File: config.mk
export PLATFORM = sky130hd
export DESIGN_NAME = fft_in_fmt
export DESIGN_NICKNAME = d
export VERILOG_FILES = /design/src/rtl/fft_pkg.sv /design/src/rtl/bfp_normalize.sv /design/src/rtl/fft_in_fmt.sv
export SDC_FILE = /design/constraint.sdc
export NUM_CORES = 1
export LEC_CHECK = 0
export BUFFER_PORTS_ARGS = -buffer_cell sky130_fd_sc_hd__buf_2
export CORE_AREA = 8 8 167 169
export CTS_BUF_LIST = sky130_fd_sc_hd__clkbuf_8
export DETAILED_ROUTE_END_ITERATION = 12
export DIE_AREA = 0 0 175 177
export GPL_TIMING_DRIVEN = 0
export PLACE_DENSITY_LB_ADDON = 0.15
export SYNTH_ARGS = -nofsm -noshare
export SYNTH_HDL_FRONTEND = slang
export SYNTH_SLANG_ARGS = --single-unit
File: constraint.sdc
create_clock -name clk_sys -period 18.66 [get_ports clk_sys]
set_clock_uncertainty 0.15 [all_clocks]
set_input_delay 1.866 -clock clk_sys [delete_from_list [all_inputs] [get_ports clk_sys]]
set_output_delay 1.866 -clock clk_sys [all_outputs]
set_load 0.01 [all_outputs]
File: src/rtl/fft_pkg.sv
// Shared definitions for the FFT input formatter: widths, ldn range,
// FSM state encoding and the symmetric-rounding helper.
package fft_pkg;

    localparam int MAN_WIDTH = 12;
    localparam int EXP_WIDTH = 6;
    localparam int POS_W     = 11;

    localparam logic [3:0] LDN_MIN = 4'd3;
    localparam logic [3:0] LDN_MAX = 4'd11;

    typedef enum logic [1:0] {
        ST_IDLE = 2'd0,
        ST_RUN  = 2'd1,
        ST_PAD  = 2'd2
    } fsm_state_t;

    // Round a magnitude to nearest after dropping s bits, ties away from zero.
    function automatic logic [31:0] symrnd(input logic [31:0] mag, input int s);
        logic [31:0] half;
        half = (s > 0) ? (32'd1 << (s - 1)) : 32'd0;
        return (mag + half) >> s;
    endfunction

endpackage

File: src/rtl/bfp_normalize.sv
// Two-stage block-floating-point normalizer: stage 1 picks the shift from the
// component magnitudes, stage 2 rounds, restores the sign and registers.
module bfp_normalize
    import fft_pkg::*;
#(
    parameter int IN_W  = 16,
    parameter int MAN_W = MAN_WIDTH,
    parameter int EXP_W = EXP_WIDTH
) (
    input  logic                    clk_sys,
    input  logic                    rst_sys,
    input  logic                    i_val,
    input  logic signed [IN_W-1:0]  i_re,
    input  logic signed [IN_W-1:0]  i_im,
    output logic                    o_val,
    output logic signed [MAN_W-1:0] o_re,
    output logic signed [MAN_W-1:0] o_im,
    output logic [EXP_W-1:0]        o_exp
);

    localparam int          MAX_S   = IN_W - MAN_W + 1;
    localparam logic [31:0] MAN_MAX = 32'((1 << (MAN_W - 1)) - 1);

    logic [IN_W-1:0]  w_mag_re;
    logic [IN_W-1:0]  w_mag_im;
    logic [EXP_W-1:0] w_shift;
    logic [MAN_W-1:0] w_rnd_re;
    logic [MAN_W-1:0] w_rnd_im;

    logic             r_val1;
    logic [IN_W-1:0]  r_mag_re;
    logic [IN_W-1:0]  r_mag_im;
    logic             r_neg_re;
    logic             r_neg_im;
    logic [EXP_W-1:0] r_shift;

    assign w_mag_re = i_re[IN_W-1] ? (~i_re + 1'b1) : i_re;
    assign w_mag_im = i_im[IN_W-1] ? (~i_im + 1'b1) : i_im;

    // Scan downwards so the last hit is the smallest shift that fits.
    always_comb begin
        w_shift = EXP_W'(MAX_S);
        for (int k = MAX_S; k >= 0; k--) begin
            if (symrnd(32'(w_mag_re), k) <= MAN_MAX &&
                symrnd(32'(w_mag_im), k) <= MAN_MAX)
                w_shift = EXP_W'(k);
        end
    end

    assign w_rnd_re = MAN_W'(symrnd(32'(r_mag_re), int'(r_shift)));
    assign w_rnd_im = MAN_W'(symrnd(32'(r_mag_im), int'(r_shift)));

    always_ff @(posedge clk_sys or posedge rst_sys) begin
        if (rst_sys) begin
            r_val1   <= 1'b0;
            r_mag_re <= '0;
            r_mag_im <= '0;
            r_neg_re <= 1'b0;
            r_neg_im <= 1'b0;
            r_shift  <= '0;
            o_val    <= 1'b0;
            o_re     <= '0;
            o_im     <= '0;
            o_exp    <= '0;
        end else begin
            r_val1   <= i_val;
            r_mag_re <= w_mag_re;
            r_mag_im <= w_mag_im;
            r_neg_re <= i_re[IN_W-1];
            r_neg_im <= i_im[IN_W-1];
            r_shift  <= w_shift;
            o_val    <= r_val1;
            o_re     <= r_neg_re ? (~w_rnd_re + 1'b1) : w_rnd_re;
            o_im     <= r_neg_im ? (~w_rnd_im + 1'b1) : w_rnd_im;
            o_exp    <= r_shift;
        end
    end

endmodule

File: src/rtl/fft_in_fmt.sv
// FFT input formatter: frames the input stream to 2^ldn samples (zero-padding
// short frames), normalizes to block-floating-point and generates BF I syncs.
module fft_in_fmt
    import fft_pkg::*;
#(
    parameter int IN_W  = 16,
    parameter int MAN_W = MAN_WIDTH,
    parameter int EXP_W = EXP_WIDTH
) (
    input  logic                    clk_sys,
    input  logic                    rst_sys,
    input  logic                    in_valid,
    output logic                    in_ready,
    input  logic                    in_sop,
    input  logic                    in_eop,
    input  logic signed [IN_W-1:0]  in_real,
    input  logic signed [IN_W-1:0]  in_imag,
    input  logic [3:0]              ldn_i,
    output logic                    block_sync_o,
    output logic                    stage_sync_o,
    output logic                    data_val_o,
    output logic signed [MAN_W-1:0] data_real_o,
    output logic signed [MAN_W-1:0] data_imag_o,
    output logic [EXP_W-1:0]        data_exp_o,
    output logic [3:0]              ldn_rg_o,
    output logic                    frame_err_o
);

    fsm_state_t       r_state;
    logic [POS_W-1:0] r_pos;
    logic [POS_W-1:0] r_last;
    logic             r_first_d1;
    logic [3:0]       r_ldn_d1;

    fsm_state_t       w_nxt_state;
    logic [POS_W-1:0] w_nxt_pos;
    logic [POS_W-1:0] w_nxt_last;
    logic             w_beat;
    logic             w_ldn_bad;
    logic [3:0]       w_ldn_eff;
    logic [POS_W-1:0] w_n_last;
    logic             w_slot_val;
    logic             w_slot_first;
    logic             w_slot_zero;
    logic             w_err;
    logic signed [IN_W-1:0] w_slot_re;
    logic signed [IN_W-1:0] w_slot_im;

    assign in_ready  = ~rst_sys & (r_state != ST_PAD);
    assign w_beat    = in_valid & in_ready;
    assign w_ldn_bad = (ldn_i < LDN_MIN) || (ldn_i > LDN_MAX);
    assign w_ldn_eff = w_ldn_bad ? LDN_MAX : ldn_i;
    // N-1 as a mask of ldn ones; wraps correctly for ldn = 11.
    assign w_n_last  = ~({POS_W{1'b1}} << w_ldn_eff);

    always_comb begin
        w_nxt_state  = r_state;
        w_nxt_pos    = r_pos;
        w_nxt_last   = r_last;
        w_slot_val   = 1'b0;
        w_slot_first = 1'b0;
        w_slot_zero  = 1'b0;
        w_err        = 1'b0;
        case (r_state)
            ST_IDLE: begin
                if (w_beat) begin
                    if (in_sop) begin
                        w_slot_val   = 1'b1;
                        w_slot_first = 1'b1;
                        w_err        = w_ldn_bad;
                        w_nxt_last   = w_n_last;
                        w_nxt_pos    = POS_W'(1);
                        w_nxt_state  = in_eop ? ST_PAD : ST_RUN;
                    end else begin
                        w_err = 1'b1;
                    end
                end
            end
            ST_RUN: begin
                if (w_beat) begin
                    w_slot_val = 1'b1;
                    w_err      = in_sop;
                    if (r_pos == r_last) begin
                        w_nxt_pos   = '0;
                        w_nxt_state = ST_IDLE;
                    end else begin
                        w_nxt_pos = r_pos + 1'b1;
                        if (in_eop)
                            w_nxt_state = ST_PAD;
                    end
                end
            end
            ST_PAD: begin
                w_slot_val  = 1'b1;
                w_slot_zero = 1'b1;
                if (r_pos == r_last) begin
                    w_nxt_pos   = '0;
                    w_nxt_state = ST_IDLE;
                end else begin
                    w_nxt_pos = r_pos + 1'b1;
                end
            end
            default: w_nxt_state = ST_IDLE;
        endcase
    end

    assign w_slot_re = w_slot_zero ? '0 : in_real;
    assign w_slot_im = w_slot_zero ? '0 : in_imag;

    // Sync and ldn travel alongside the normalizer's two stages.
    always_ff @(posedge clk_sys or posedge rst_sys) begin
        if (rst_sys) begin
            r_state      <= ST_IDLE;
            r_pos        <= '0;
            r_last       <= '0;
            r_first_d1   <= 1'b0;
            r_ldn_d1     <= '0;
            block_sync_o <= 1'b0;
            ldn_rg_o     <= '0;
            frame_err_o  <= 1'b0;
        end else begin
            r_state      <= w_nxt_state;
            r_pos        <= w_nxt_pos;
            r_last       <= w_nxt_last;
            r_first_d1   <= w_slot_first;
            if (w_slot_first)
                r_ldn_d1 <= w_ldn_eff;
            block_sync_o <= r_first_d1;
            if (r_first_d1)
                ldn_rg_o <= r_ldn_d1;
            frame_err_o  <= w_err;
        end
    end

    assign stage_sync_o = block_sync_o;

    bfp_normalize #(
        .IN_W  (IN_W),
        .MAN_W (MAN_W),
        .EXP_W (EXP_W)
    ) u_norm (
        .clk_sys (clk_sys),
        .rst_sys (rst_sys),
        .i_val   (w_slot_val),
        .i_re    (w_slot_re),
        .i_im    (w_slot_im),
        .o_val   (data_val_o),
        .o_re    (data_real_o),
        .o_im    (data_imag_o),
        .o_exp   (data_exp_o)
    );

endmodule

-- Word-level counts from Yosys, hierarchy flattened
Cells that the tools add are included.
- flip-flop bits (word level): 107
- bits of input ports: 41
- output and inout bits: 39
- word-level logic and storage cells: 115
- add/subtract/negate cells: 16
- magnitude comparators: 13
- equal/unequal tests: 9
- shift operators: 4
- multiplexer cells: 36
- bitwise gates (word level): 8
- reduce and logical (&&, ||, !) cells: 11
- operators with widths (operator ; number):
    16-bit by 32-bit adder with 32-bit output ; 2
    16-bit two-way mux ; 4
    32-bit by 6-bit >> shifter with 12-bit output ; 2
    31-bit by 11-bit <= comparator with 1-bit output, second input constant ; 2
    30-bit by 11-bit <= comparator with 1-bit output, second input constant ; 2
    29-bit by 11-bit <= comparator with 1-bit output, second input constant ; 2
    28-bit by 11-bit <= comparator with 1-bit output, second input constant ; 2
    11-bit two-way mux ; 4
    16-bit by 1-bit adder with 17-bit output, second input constant ; 2
    16-bit by 2-bit adder with 17-bit output, second input constant ; 2
    16-bit by 3-bit adder with 17-bit output, second input constant ; 2
    16-bit by 4-bit adder with 17-bit output, second input constant ; 2
    11-bit case mux with 3 select lines ; 1
    16-bit by 1-bit adder with 16-bit output, second input constant ; 2
    16-bit by 11-bit <= comparator with 1-bit output, second input constant ; 2
    32-bit two-way mux ; 1
    16-bit NOT ; 2
    1-bit by 32-bit left shift with 32-bit output, first input constant ; 1
    12-bit by 1-bit adder with 12-bit output, second input constant ; 2
    12-bit two-way mux ; 2
    6-bit two-way mux ; 4
    12-bit NOT ; 2
    2-bit two-way mux ; 7
    11-bit by 1-bit adder with 11-bit output, second input constant ; 1
    25 further kinds ; 42

-- Longest topological paths before layout
Gate-level depths: netlist of run 1.
- word-level depth: 14
- gate-level depth with buffers: 25
- depth with buffers taken out: 19

-- Modules after synthesis
From an unflattened synthesis of run 1, not the netlist that was laid out.
- cells, all modules: 1087
- area total of the unflattened synthesis: 9127.5 sq um
- modules (own cells, without submodules) (module ; times used ; cells an instance ; area an instance (sq um) ; sequential area each (sq um)):
    bfp_normalize ; 1 ; 859 ; 7020.5 ; 1651.6
    fft_in_fmt ; 1 ; 228 ; 2107.0 ; 850.8

-- Worst setup path after synthesis of run 1
Ideal clock, no wire load.
- path kind: register to register
- from: reg u_norm.r_shift[0]
- to: reg u_norm.o_re[10]
- setup time: 0.079 ns
- arrival: 5.648 ns
- data required time: 18.431 ns
- path slack: 12.783 ns
- cell stages (with the launch flop): 24
- path buffers: 7
- period minus slack after synthesis: 5.877 ns
- path through: dfrtp_1 > clkbuf_1 > inv_1 > clkbuf_1 > clkbuf_1 > buf_1 > clkbuf_1 > ha_1 > ha_1 > clkbuf_1 > nand2b_1 > nor2_1 > ha_1 > clkbuf_1 > o211ai_1 > and2_1 > a211o_1 > mux2i_1 > or4_1 > nor3_1 > nor2_1 > or3_1 > o41ai_1 > xor2_1
- word-level cells in the longest chain between the ends: 8
- elaborated cells on any way between the ends: 9
- classes of those cells: add/sub: 3; order compare: 1; shift: 2; mux: 2; bitwise: 1
- ends and longest elaborated chain (element ; RTL line ; source):
    start, declared ; bfp_normalize.sv:35 ; logic [EXP_W-1:0] r_shift;
    start signal, assigned ; bfp_normalize.sv:71 ; r_shift <= w_shift;
    6-bit by 1-bit subtractor with 7-bit output ; fft_pkg.sv:21 ; half = (s > 0) ? (32'd1 << (s - 1)) : 32'd0;
    1-bit by 32-bit left shift with 32-bit output ; fft_pkg.sv:21 ;
    32-bit two-way mux ; fft_pkg.sv:21 ;
    16-bit by 32-bit adder with 32-bit output ; fft_pkg.sv:22 ; return (mag + half) >> s;
    32-bit by 6-bit >> shifter with 12-bit output (*) ; fft_pkg.sv:22 ;
    12-bit NOT ; bfp_normalize.sv:73 ; o_re <= r_neg_re ? (~w_rnd_re + 1'b1) : w_rnd_re;
    12-bit by 1-bit adder with 12-bit output ; bfp_normalize.sv:73 ;
    12-bit two-way mux (*) ; bfp_normalize.sv:73 ;
    end signal, assigned ; bfp_normalize.sv:73 ;
    end, declared ; bfp_normalize.sv:16 ; output logic signed [MAN_W-1:0] o_re,
Every way passes the cells marked *; elsewhere a longest branch is shown, timed or not.
A chain may end at the register's enable or synchronous reset.

-- Final worst setup path of run 1
- from: reg u_norm.r_shift[0]
- to: reg u_norm.o_im[11]
- word-level cells in the longest chain between the ends: 8
- elaborated cells on any way between the ends: 9
- classes of those cells: add/sub: 3; order compare: 1; shift: 2; mux: 2; bitwise: 1
- ends and longest elaborated chain (element ; RTL line ; source):
    6-bit by 1-bit subtractor with 7-bit output ; fft_pkg.sv:21 ;
    1-bit by 32-bit left shift with 32-bit output ; fft_pkg.sv:21 ;
    32-bit two-way mux ; fft_pkg.sv:21 ;
    16-bit by 32-bit adder with 32-bit output ; fft_pkg.sv:22 ;
    32-bit by 6-bit >> shifter with 12-bit output (*) ; fft_pkg.sv:22 ;
    12-bit NOT ; bfp_normalize.sv:74 ; o_im <= r_neg_im ? (~w_rnd_im + 1'b1) : w_rnd_im;
    12-bit by 1-bit adder with 12-bit output ; bfp_normalize.sv:74 ;
    12-bit two-way mux (*) ; bfp_normalize.sv:74 ;
    end signal, assigned ; bfp_normalize.sv:74 ;
    end, declared ; bfp_normalize.sv:17 ; output logic signed [MAN_W-1:0] o_im,
Marked as above.

==> impl_metrics.py, run 1 <==
metrics = {
    "synth": {
        "ys.flop_type": "dfrtp_1",
        "synth_compound_area_share_pct": 23.4,
        "ys_ff_latch": 100,
        "synthesis.area_um2": 9380,
        "muxShareOfSynthArea_pct": 5.42,
        "synth_adder_area_share_pct": 6.80,
        "synth_cell_types": 85,
        "seq_area_frac_synth_pct": 26.7,
        "synth_xor_xnor_area_share_pct": 7.10,
        "yosys.area_share.simple_pct": 26.1,
        "syn_inst": 1171,
        "synth-edff-count": 0,
        "ys_async_sr_fraction_pct": 100,
        "syn_area_per_cell_um2": 8.01,
        "synth_top_family_by_area": "simple AND/OR/NAND/NOR gates",
        "yosys_warnings": 0,
    },
    "pwr": {
        "total_power_mw": 0.413,
        "leakage_nw": 4.69,
        "vdd_ir_drop_max_mv": 0.0299,
        "power_density_nw_per_um2": 39.5,
    },
    "route": {
        "drt_wl_total_um": 30200,
        "avgRoutedWirePerCell_um": 18.7,
        "drc": 0,
        "ant_nets": 0,
        "vias_per_cell": 5.70,
        "first_pass_iters": 6,
        "drt_iter0_markers": 583,
        "vias": 9212,
    },
    "cts": {
        "cts_root_buf": "clkbuf_8",
        "ctsHtreeMaxLevel": 3,
        "cts_tree": "built",
        "hold_buffers": 0,
        "post_cts_buffers": 0,
        "cts_sinks": 100,
        "cts_resized": 0,
        "clockBufferDepth": 2,
        "insertion_delay_ps": 400,
        "path_clk_slew_ps": 130,
        "cts-buffers-inserted": 9,
    },
    "sta": {
        "fin_crit_sh_pct": 45.5,
        "rsz0062_at_grt": "false",
        "max_freq_mhz": 118,
        "post-route-min-period_ps": 8480,
        "slew_violations": 0,
        "worst_pin_slew_ps": 899,
        "slew_headroom_pct": 38.5,
        "finalSetupTns_ps": 0,
        "final_hold_viol_count": 0,
        "setup_viol": 0,
    },
    "run": {
        "cap_viol_max_count": 0,
    },
    "place": {
        "place_hpwl_um": 23800,
        "placed_cell_area_um2": 10300,
        "portBuffers": 74,
        "place_congestion": 0.886,
    },
    "grt": {
        "grt_usage_pct": 19.5,
        "grt_pass1_wl_um": 48700,
        "grt_pass1_vias": 8852,
        "grt_antenna_before_repair": 1,
        "grt_start_max_net_pins": 61,
        "grt_overflow_total": 0,
    },
    "layout": {
        "final_cell_mix": "nand2_1, nor2_1, dfrtp_1",
        "n_antenna_cell": 0,
        "final_common_cell": "nand2_1",
        "finish.instance_area_um2": 10500,
        "drive_gt1_share_pct": 11.7,
        "nets": 1367,
        "areaGrowthSynthToFinish_pct": 11.5,
    },
    "floorplan": {
        "die_h_um": 177,
        "core_um2": 25500,
        "ios": 80,
        "die_area_um2": 31000,
        "start_util_pct": 36.8,
        "num_rows": 59,
        "die-width_um": 175,
    },
    "critical_path": {
        "required_ps": 18840,
        "crit_path_end_kind": "flop",
        "cp_slowest_cell": "buf_1",
        "worst_path_largest_cell_delay_ps": 610,
        "cp-start-kind": "flop",
        "crit_type": "reg -> reg",
        "path_common_cell": "clkbuf_1",
        "crit_chain": "clkbuf_1 -> clkbuf_1 -> buf_2 -> buf_1 -> clkbuf_1 -> buf_1 -> nand2b_1 -> nor3_1 -> ha_1 -> clkbuf_1 -> nand2_1 -> o21ai_0 -> nor2_1 -> a21oi_1 -> mux2i_1 -> a41oi_1 -> nor4_1 -> nand4_1 -> o41ai_2 -> xor2_1",
        "critPathTopFamily": "buffers and inverters",
        "cp_max_fo": 10,
        "r2r_setup_slack_ps": 10180,
        "crit_arrival_ps": 8660,
        "critPathBufInv": 7,
    },
    "hold_path": {
        "hold_path_class": "reg -> reg",
    },
    "run_status": {
        "status": "finished, final reports clean",
    },
}
[metrics by stage]
stage,worst slack [ps],hold slack [ps],utilization [%],std cells
after floorplan,12780,181,-,1189
after global placement,10460,190,40.2,1598
after detailed placement,10480,193,40.3,1599
after CTS,10450,223,41.1,1615
after global routing,9920,235,41.1,1615
final,10180,221,41.1,1615
[synth_stat cells, types with 9 or more instances]
cell	count	area [um^2]
nand2_1	114	428
nor2_1	104	390
dfrtp_1	100	2500
o21ai_0	75	375
a21oi_1	68	340
clkbuf_1	53	199
ha_1	51	638
xnor2_1	41	359
inv_1	36	135
xor2_1	35	307
nand3_1	34	170
nor3_1	28	140
or3_1	25	156
nand4_1	24	150
o211ai_1	22	165
mux2i_1	20	200
o31ai_1	20	150
nand2b_1	19	119
or2_2	17	106
nor2b_1	16	100
a211oi_1	15	113
mux2_2	15	169
nor4_1	15	93.8
and2_1	14	87.6
a21o_1	12	90.1
and3_1	12	75.1
o41ai_1	12	105
or4_1	12	90.1
o21a_1	10	75.1
buf_1	9	33.8
o2111ai_1	9	78.8
[per-layer routing]
layer  wire [um]  track usage [%]  vias to the layer above  share of wire [%]
met4         652             6.36                        0                2.2
met3        1690             2.75                       45                5.6
met5           0                0                        -                  0
met2       13300             30.4                      310                 44
li1            -                -                     4521                  -
met1       14500             27.4                     4336                 48
[logic make-up (layout without fill, tap and decap cells)]
family	after synthesis	count (layout)
XOR/XNOR	76	76
multiplexers	42	42
flip-flops	100	100
AND/OR/NAND/NOR	472	472
buffers and inverters	106	197
AO/OA/AOI/OAI	323	323
other	1	19
adder cells (fa/ha/maj)	51	51
[sequential cells by signal, summed over array words and instances, names as in the netlist]
name,cells
u_norm.o_re,12
u_norm.o_val,1
r_last,11
r_state,2
u_norm.o_im,12
ldn_rg_o,4
r_ldn_d1,3
r_first_d1,1
u_norm.r_neg_re,1
u_norm.r_neg_im,1
u_norm.r_shift,3
u_norm.r_mag_re,16
frame_err_o,1
u_norm.r_mag_im,16
block_sync_o,1
u_norm.o_exp,3
r_pos,11
u_norm.r_val1,1
[layout make-up]
type | count | area (um^2)
plain buffers | 69 | 284
flip-flops and latches | 100 | 2500
clock inverters | 7 | 76.3
fillers | 2676 | 15000
inverters | 37 | 141
clock buffers | 9 | 124
multi-input cells | 983 | 6520
repair buffers | 75 | 390
well taps | 335 | 419
[power breakdown]
part,switching (mW),internal [mW],total [mW]
clock,0.0947,0.0540,0.149
combinational,0.0294,0.0175,0.0469
sequential,0.000186,0.217,0.218
total,0.124,0.289,0.413
[final timing paths]
kind,startpoint,endpoint,depth (start not counted)
worst max-delay path,u_norm.r_shift[0],u_norm.o_im[11],20
worst min-delay path,u_norm.r_val1,u_norm.o_val,0
worst max register to register,u_norm.r_shift[0],u_norm.o_im[11],20
worst min register to register,u_norm.r_val1,u_norm.o_val,0
max in group asynchronous,rst_sys,u_norm.r_mag_re[9],3
min in group asynchronous,rst_sys,r_state[1],2
No activity file was read; power rests on OpenSTA's default activity.
==> run 2: changes to the inputs <==
==> constraint.sdc (replaced) <==
create_clock -name clk_sys -period 7.86 [get_ports clk_sys]
set_clock_uncertainty 0.15 [all_clocks]
set_input_delay 0.786 -clock clk_sys [delete_from_list [all_inputs] [get_ports clk_sys]]
set_output_delay 0.786 -clock clk_sys [all_outputs]
set_load 0.01 [all_outputs]
==> run 2 against run 1 <==
Compared with the run above: cell area about the same; power up 140%; clock power up 140%; setup slack worse by 9700 ps; critical path depth up 1; non-clock buffer count shrank 1; maximum frequency grew 15%; cell count hardly changed; largest power group unchanged; combinational power up 140%; via count shrank 0.30%; first-iteration DRC count rose by 2.6%; core utilization hardly changed.
==> impl_metrics.py, run 2 (synthesized netlist as in run 1, its figures left out) <==
metrics = {
    "layout": {
        "drive_gt1_share_pct": 12.3,
        "reg_top3": "u_norm.r_mag_im (16), u_norm.r_mag_re (16)",
        "final_common_cell": "nand2_1",
        "nets": 1366,
        "n_antenna_cell": 0,
        "final_cell_mix": "nand2_1, nor2_1, dfrtp_1",
        "areaGrowthSynthToFinish_pct": 11.6,
        "multiInputGateArea_um2": 6530,
        "nFillCells": 2670,
        "regArea_um2": 2500,
    },
    "pwr": {
        "vdd_ir_drop_max_mv": 0.0713,
        "power_density_nw_per_um2": 93.7,
        "total_power_mw": 0.981,
        "clkPwrFrac_pct": 36.0,
        "p_int_mw": 0.686,
        "leakage_nw": 4.71,
        "combPwrFrac_pct": 11.4,
        "seqPwrFrac_pct": 52.7,
        "netSwitchingFraction_pct": 30.1,
        "p_switching_mw": 0.295,
    },
    "grt": {
        "grt_pass1_vias": 8852,
        "grtUsageMet1_pct": 27.4,
        "grt_most_used_layer": "met2",
        "grt_usage_pct": 19.5,
        "met2_usage_pct": 30.4,
        "grt_pass1_wl_um": 48700,
        "use_met3_pct": 2.75,
        "grt_start_max_net_pins": 61,
        "grt_antenna_before_repair": 1,
        "grt_overflow_total": 0,
    },
    "place": {
        "portBuffers": 74,
        "place_congestion": 0.886,
        "place_hpwl_um": 23800,
    },
    "cts": {
        "ctsHtreeMaxLevel": 3,
        "clockBufferDepth": 2,
        "cts_root_buf": "clkbuf_8",
        "path_clk_slew_ps": 130,
        "post_cts_buffers": 0,
        "insertion_delay_ps": 410,
        "cts_sinks": 100,
        "cts-buffers-inserted": 9,
        "cts_tree": "built",
    },
    "critical_path": {
        "critPathBufInv": 7,
        "crit_type": "reg -> reg",
        "crit_chain": "inv_1 -> clkbuf_2 -> clkbuf_2 -> buf_1 -> clkbuf_2 -> ha_1 -> ha_1 -> clkbuf_1 -> nor3_1 -> ha_1 -> clkbuf_1 -> nand2_1 -> o21ai_1 -> nor2_1 -> a21oi_1 -> mux2i_1 -> a41oi_1 -> nor4_1 -> nand4_1 -> o41ai_2 -> xor2_1",
        "worst_path_largest_cell_delay_ps": 580,
        "required_ps": 8030,
        "critPathTopFamily": "buffers and inverters",
        "cp_slowest_cell": "dfrtp_1",
        "crit_path_end_kind": "flop",
        "crit_arrival_ps": 7570,
        "cp-start-kind": "flop",
        "cp_max_fo": 10,
    },
    "floorplan": {
        "num_rows": 59,
        "die_area_um2": 31000,
        "start_util_pct": 36.8,
        "core_um2": 25500,
        "ios": 80,
        "die_h_um": 177,
        "die-width_um": 175,
    },
    "route": {
        "first_pass_iters": 7,
        "avgRoutedWirePerCell_um": 18.7,
        "drt_iter0_markers": 598,
        "vias": 9184,
        "drt_wl_total_um": 30200,
        "ant_nets": 0,
        "drc": 0,
        "vias_per_cell": 5.69,
    },
    "sta": {
        "worst_pin_slew_ps": 898,
        "hold_ws_ps": 221,
        "final_hold_viol_count": 0,
        "max_freq_mhz": 135,
        "setup_viol": 0,
        "slew_headroom_pct": 38.6,
        "rsz0062_at_grt": "false",
        "post-route-min-period_ps": 7400,
        "fin_crit_sh_pct": 94.1,
        "slew_violations": 0,
    },
    "run_status": {
        "status": "finished, final reports clean",
    },
    "run": {
        "cap_viol_max_count": 0,
    },
    "hold_path": {
        "hold_path_class": "reg -> reg",
    },
}
[run 2: path summary, 6_finish.rpt]
check	start	end	slack [ps]	cells after the start
worst max-delay path	u_norm.r_shift[0]	u_norm.o_im[11]	460	21
worst min-delay path	u_norm.r_val1	u_norm.o_val	220	0
worst max register to register	u_norm.r_shift[0]	u_norm.o_im[11]	460	21
worst min register to register	u_norm.r_val1	u_norm.o_val	220	0
max in group asynchronous	rst_sys	u_norm.r_mag_re[11]	6500	3
min in group asynchronous	rst_sys	r_state[1]	360	2
[run 2: per-stage QoR]
stage                     worst slack, ps  setup TNS, ps  instances  area [um^2]  utilization (%)
after floorplan                      1980              0       1189         9450                -
after global placement               -344          -1400       1598        10200             40.2
after detailed placement             -322          -1280       1599        10300             40.3
after CTS                             107              0       1615        10500             41.1
after global routing                  167              0       1614        10500             41.1
final                                 462              0       1614        10500             41.1
[run 2: worst register-to-register path, delay by kind of cell (launching register included)]
family          cells  cell delay [ps]
buf+inv             7             2460
simple gates        5             1550
compound gates      4             1490
fa+ha+maj           3              630
flops               1              580
mux                 1              290
xor+xnor            1              190
[run 2: area by class of cell]
class                           count  share of cell area [%]
Buffer                             68                    2.75
Clock buffer                        9                    1.18
Multi-Input combinational cell    983                    62.3
Clock inverter                      7                   0.729
Sequential cell                   100                    23.9
Timing Repair Buffer               75                    3.73
Tap cell                          335                    4.00
Inverter                           37                    1.35
[run 2: layer usage]
| layer | share of wire [%] | routed length (um) |
|---|---|---|
| met1 | 48 | 14500 |
| met2 | 44 | 13200 |
| met3 | 5.8 | 1760 |
| met4 | 2.4 | 720 |
| met5 | 0 | 0 |
[run 2: power by group through the flow]
stage | logic (mW) | clock network [mW] | registers, mW
floorplan | 0.0728 | 0 | 0.528
global placement | 0.109 | 0 | 0.527
detailed placement | 0.111 | 0 | 0.527
CTS | 0.112 | 0.367 | 0.517
global route | 0.126 | 0.387 | 0.517
finish | 0.111 | 0.353 | 0.517
[run 2: timing repair]
| item | CTS | global route |
|---|---|---|
| gates cloned | 0 | 0 |
| hold endpoints to repair | 0 | 0 |
| hold buffers | 0 | 0 |
| resized for setup | 4 | 6 |
| setup endpoints to repair | 9 | 9 |
| pin swaps | 0 | 0 |
